## src/rtl/aes_sbox_word_sched_pkg.sv

```systemverilog
// Shared types and helpers for the masked S-box word sequencer.
// Share slicing, affine constant and FSM encoding live here.
package aes_sbox_word_sched_pkg;

    typedef enum logic [1:0] {
        IDLE  = 2'd0,
        ISSUE = 2'd1,
        DRAIN = 2'd2,
        DONE  = 2'd3
    } state_t;

    localparam logic [7:0] AFFINE_CONST = 8'h63;

    function automatic logic [7:0] share_byte(
        input logic [31:0] w,
        input logic [1:0]  b
    );
        return w[8*b +: 8];
    endfunction

    function automatic logic [7:0] affine_add(
        input logic [7:0] x,
        input logic       en
    );
        return en ? (x ^ AFFINE_CONST) : x;
    endfunction

endpackage

```

## src/rtl/aes_sbox_word_collect.sv

```systemverilog
// Tracks in-flight bytes through the S-box pipeline and reassembles
// the substituted bytes into the output word.
module aes_sbox_word_collect #(
    parameter int SHARES       = 2,
    parameter int SBOX_LATENCY = 5,
    parameter int ADD_AFFINE   = 1
) (
    input  logic                  clk,
    input  logic                  rst_n,
    input  logic                  push,
    input  logic [8*SHARES-1:0]   sbox_out,
    output logic                  last,
    output logic [32*SHARES-1:0]  word
);
    import aes_sbox_word_sched_pkg::*;

    logic [SBOX_LATENCY-1:0] vsr;
    logic [1:0]              cap_cnt;
    logic                    tail;

    assign tail = vsr[SBOX_LATENCY-1];
    assign last = tail && (cap_cnt == 2'd3);

    always_ff @(posedge clk or negedge rst_n) begin
        if (!rst_n) begin
            vsr     <= '0;
            cap_cnt <= 2'd0;
            word    <= '0;
        end else begin
            vsr[0] <= push;
            for (int i = 1; i < SBOX_LATENCY; i++) begin
                vsr[i] <= vsr[i-1];
            end
            // Results return in issue order, so a counter is enough.
            if (tail) begin
                cap_cnt <= cap_cnt + 2'd1;
                for (int s = 0; s < SHARES; s++) begin
                    word[s*32 + 8*cap_cnt +: 8] <= affine_add(
                        sbox_out[s*8 +: 8],
                        (ADD_AFFINE != 0) && (s == 0));
                end
            end
        end
    end

endmodule

```

## src/rtl/aes_sbox_word_sched.sv

```systemverilog
// Feeds one pipelined masked S-box a byte per cycle from a 32-bit
// word, gated by PRNG availability, and returns the substituted word.
module aes_sbox_word_sched #(
    parameter int SHARES       = 2,
    parameter int SBOX_LATENCY = 5,
    parameter int ADD_AFFINE   = 1
) (
    input  logic                  ClkxCI,
    input  logic                  RstxBI,
    input  logic [32*SHARES-1:0]  _DataxDI,
    input  logic                  InValidxSI,
    output logic                  InReadyxSO,
    output logic [8*SHARES-1:0]   _SboxInxDO,
    input  logic [8*SHARES-1:0]   _SboxOutxDI,
    input  logic                  RandValidxSI,
    output logic                  RandReqxSO,
    output logic [32*SHARES-1:0]  _DataxDO,
    output logic                  OutValidxSO,
    input  logic                  OutReadyxSI,
    output logic                  BusyxSO
);
    import aes_sbox_word_sched_pkg::*;

    state_t                state;
    logic [1:0]            issue_cnt;
    logic [32*SHARES-1:0]  in_word;
    logic                  issue;
    logic                  last;

    assign issue       = (state == ISSUE) && RandValidxSI;
    assign RandReqxSO  = issue;
    assign InReadyxSO  = (state == IDLE);
    assign OutValidxSO = (state == DONE);
    assign BusyxSO     = (state != IDLE);

    // Idle cycles drive zero so no stale share reaches the S-box.
    always_comb begin
        _SboxInxDO = '0;
        if (issue) begin
            for (int s = 0; s < SHARES; s++) begin
                _SboxInxDO[s*8 +: 8] =
                    share_byte(in_word[s*32 +: 32], issue_cnt);
            end
        end
    end

    always_ff @(posedge ClkxCI or negedge RstxBI) begin
        if (!RstxBI) begin
            state     <= IDLE;
            issue_cnt <= 2'd0;
            in_word   <= '0;
        end else begin
            unique case (state)
                IDLE: begin
                    if (InValidxSI) begin
                        in_word   <= _DataxDI;
                        issue_cnt <= 2'd0;
                        state     <= ISSUE;
                    end
                end
                ISSUE: begin
                    if (RandValidxSI) begin
                        issue_cnt <= issue_cnt + 2'd1;
                        if (issue_cnt == 2'd3) begin
                            state <= DRAIN;
                        end
                    end
                end
                DRAIN: begin
                    if (last) begin
                        state <= DONE;
                    end
                end
                DONE: begin
                    if (OutReadyxSI) begin
                        state <= IDLE;
                    end
                end
            endcase
        end
    end

    aes_sbox_word_collect #(
        .SHARES       (SHARES),
        .SBOX_LATENCY (SBOX_LATENCY),
        .ADD_AFFINE   (ADD_AFFINE)
    ) u_collect (
        .clk      (ClkxCI),
        .rst_n    (RstxBI),
        .push     (issue),
        .sbox_out (_SboxOutxDI),
        .last     (last),
        .word     (_DataxDO)
    );

endmodule

```

## config.mk

```make
export PLATFORM = sky130hd
export DESIGN_NAME = aes_sbox_word_sched
export DESIGN_NICKNAME = d
export VERILOG_FILES = /design/src/rtl/aes_sbox_word_sched_pkg.sv /design/src/rtl/aes_sbox_word_collect.sv /design/src/rtl/aes_sbox_word_sched.sv
export SDC_FILE = /design/constraint.sdc
export NUM_CORES = 1
export LEC_CHECK = 0
export ABC_AREA = 1
export CAP_MARGIN = 5
export CORE_MARGIN = 8
export CORE_UTILIZATION = 50
export DETAILED_ROUTE_END_ITERATION = 8
export PLACE_DENSITY = 0.82
export SKIP_LAST_GASP = 1
export SYNTH_ARGS = -nofsm -noshare
export SYNTH_HDL_FRONTEND = slang
export SYNTH_HIERARCHICAL = 1
export SYNTH_SLANG_ARGS = --single-unit
```

## constraint.sdc

```tcl
create_clock -name ClkxCI -period 2.6 [get_ports ClkxCI]
set_input_delay 0.52 -clock ClkxCI [delete_from_list [all_inputs] [get_ports ClkxCI]]
set_output_delay 0.52 -clock ClkxCI [all_outputs]
set_load 0.1 [all_outputs]
```

==> summary.md, run 1 <==
| Metric | Value |
|---|---|
| Max-slew violation count | `0` |
| Hold Path Class | `in2async` |
| Reg area | `3482 sq um` |
| Post-Syn Area per Cell | `8.497 sq um` |
| R2R setup slack | `0.48 ns` |
| Synth unique cells | `26` |
| Largest area contributor in the netlist | `dfrtp_1` |
| Kind of critical path | `reg2out` |
| Syn nets | `901` |
| CP Capture Type | `output port` |
| Synthesis-stage register bit count | `139` |
| Die Ht | `132.8 microns` |
| GR Util All Layers | `22.00%` |
| Dpl ws | `0.3408 ns` |
| Final setup viols | `0` |
| Critical path required time | `2.08 ns` |
| Clock buffer count from CTS | `17` |
| Worst Reg-to-Reg Cells | `8` |
| Worst-Margin Slew | `0.5062 ns` |
| Clk_skew | `0.005228 ns` |
| Layer with the highest usage | `met2` |
| Vias per std cell | `5.133` |
| Port Buf Inserts | `168` |
| CTS Hold Bufs | `0` |
| Min Tclk post-route | `2.502 ns` |
| ANT nets after route | `0` |
| Synth warn | `6` |
| Max-Cap Viols | `0` |
| Routability cong. | `0.9036` |
| Overflow after GRT | `0` |
| Sequential fraction of the synthesis area | `50.98%` |
| Estimated wirelength of the detail-placed design | `14130 microns` |
| Final setup margin | `0.09799 ns` |
| Initial Utilization | `51.32%` |
| # IOs | `169` |
| Vias in the first global route | `6072` |
| Crit-path max FO | `30` |
| Setup_tns | `0 ns` |
| Worst Path Arrival | `1.98 ns` |
| First-pass GRT wire length | `31130 microns` |
| # fillers | `1029` |
| Met2 Resource Use GR | `35.95%` |
| FF-to-FF Start | `u_collect/cap_cnt[1]` |
| Startpoint types | `flip-flop` |
| Clk_lat worst skew | `0.42 ns` |
| Clock tree sinks | `139` |
| Core area | `13300 sq um` |
| Max clock buf depth | `2` |
| Die X-Extent | `132.8 microns` |
| Clock Root Buffer | `clkbuf_16` |
| Pre-antenna DRT Iters | `7` |
| Clk pin slew, worst setup/hold paths | `0.06 ns` |
| Final core utilization | `69.38%` |
| Routed len/inst | `16.74 microns` |
| Initial antenna violation count | `0` |
| Capturing point of the worst reg2reg path | `u_collect/word[16]` |
| Period Utilization, post-route | `96.23%` |
| Grt met3 use | `7.646%` |
| TritonCTS clock tree | `built` |
| Syn-to-layout area delta | `35.19%` |
| Max Fclk | `0.3997 GHz` |
| Multi-input gate area | `2846 sq um` |
| Post-synth design cell area | `6823 sq um` |
| Die footprint | `17640 sq um` |
| Routed WL | `19320 microns` |
| Remaining DRCs | `0` |
| Share of layout cells above drive strength 1 | `17.79%` |
| Post-synth top area share | `50.98%` |
| Hold Violations, Final | `0` |
| Slew margin rel. | `66.25%` |
| Setup repair after global routing missed its margin | `no` |
| Status | `finished, final reports clean` |
| Row cnt | `42` |
| Largest cells by area after synthesis | `dfrtp_1 51%, nand2_1 16%, mux2_4 7.0%` |
| M1 GR Usage | `25.39%` |
| Via count | `5924` |
| NumNets Final | `1063` |
| Starting DRT DRC Count | `552` |
| Number of diodes | `0` |
| Largest net degree at the start of global routing | `54` |
| H-tree levels | `4` |
| Synth Instances | `803` |
==> metal layers <==
layer	part of all wire (%)	routed length (microns)	vias up
li1	-	-	2846
met1	39	7558	2755
met2	48	9267	269
met3	9.7	1866	54
met4	3.2	624	0
met5	0	0	-
==> cell usage in the layout, fill, tap and decap left out, types with 2 or more instances in the layout <==
cell,n
nand2_1,294
dfrtp_1,138
nor2_1,91
clkdlybuf4s50_1,83
buf_4,77
inv_1,60
a21oi_1,49
nand3_1,41
mux2_4,32
buf_12,20
clkbuf_16,17
o211ai_1,16
ha_1,13
o21ai_0,12
inv_2,4
bufinv_16,3
clkbuf_8,3
clkinvlp_4,3
nand2_4,2
clkinv_2,2
clkinv_4,2
clkbuf_1,2
nand2_2,2
nor2_4,2
o21ai_1,2
==> sequential cells by signal, summed over array words and instances (netlist names) <==
| name | count |
|---|---|
| u_collect/cap_cnt | 2 |
| issue_cnt | 2 |
| state | 2 |
| in_word | 64 |
| u_collect/vsr | 5 |
| u_collect/word | 64 |
==> what timing repair did <==
action / CTS / global route
hold endpoints to repair: 0 / 0
endpoints found under the setup margin: 1 / 7
resized for setup: 1 / 0
buffers inserted: 0 / 1
==> final cells by class <==
type | count | share of cell area [%]
sequential | 139 | 37.75
multi-input combinational | 562 | 30.86
timing repair buffer | 181 | 19.74
clock buffer | 22 | 5.141
inverter | 64 | 2.604
tap | 176 | 2.387
clock inverter | 10 | 1.519
==> synthesized netlist by cell type, drive strengths merged <==
cell      n
clkbuf    4
xor2      1
nor3      1
o21ai    14
nand2   298
ha       13
nand4     2
or2       1
dfrtp   139
a21oi    49
nand3b    1
mux2     32
o211ai   16
nor2     93
inv      64
buf      34
nand3    41
==> worst max path at each step <==
| stage | startpoint | to | slack [ns] |
|---|---|---|---|
| floorplan | state[1] | _SboxInxDO[10] | -0.40 |
| CTS | issue_cnt[0] | _SboxInxDO[1] | 0.08 |
| global route | issue_cnt[0] | _SboxInxDO[0] | 0.03 |
| detailed placement | RandValidxSI | _SboxInxDO[1] | 0.34 |
| global placement | RandValidxSI | _SboxInxDO[12] | 0.37 |
| finish | issue_cnt[1] | _SboxInxDO[4] | 0.1 |
==> cells by family (layout without fill, tap and decap cells) <==
logic type      Yosys count  in the layout  synth area share [%]
compound gates           79             79                 6.382
buf+inv                 102            277                 7.372
simple gates            437            437                 25.71
flops                   139            139                 50.98
xor+xnor                  1              1                0.1284
mux                      32             32                 7.042
fa+ha+maj                13             13                 2.384
==> worst max-delay path: stages, from the launching register on <==
cell      delay, ns
dfrtp_1        0.41
buf_4          0.36
o211ai_1       0.25
a21oi_1        0.29
buf_12         0.21
==> stage by stage <==
step / area [sq um] / instances / hold WS, ns
finish: 9224 / 1154 / 0.06202
global route: 9224 / 1154 / 0.1013
CTS: 9216 / 1153 / 0.06630
detailed placement: 8600 / 1121 / 0.3358
global placement: 8600 / 1121 / 0.3333
floorplan: 6823 / 803 / 0.2244
Power of run 1 is left out: the tool's default activity adds up to more than one toggle a clock period on the data nets, which glitch-free logic cannot reach.
==> inputs of run 2 (changes only) <==
--- a/config.mk
+++ b/config.mk
@@ -10,6 +10,7 @@
 export CORE_MARGIN = 8
 export CORE_UTILIZATION = 50
 export DETAILED_ROUTE_END_ITERATION = 8
+export HOLD_SLACK_MARGIN = 0.06
 export PLACE_DENSITY = 0.82
 export SKIP_LAST_GASP = 1
 export SYNTH_ARGS = -nofsm -noshare
==> results of run 2 <==
No change in the layout: final DEF, timing and power equal those of run 1.
Power of run 2 is left out for the same reason.
==> inputs of run 3 (changes only) <==
--- a/config.mk
+++ b/config.mk
@@ -6,7 +6,6 @@
 export NUM_CORES = 1
 export LEC_CHECK = 0
 export ABC_AREA = 1
-export CAP_MARGIN = 5
 export CORE_MARGIN = 8
 export CORE_UTILIZATION = 50
 export DETAILED_ROUTE_END_ITERATION = 8
==> results of run 3 <==
No change in the layout: final DEF, timing and power equal those of run 1.
Power of run 3 is left out for the same reason.
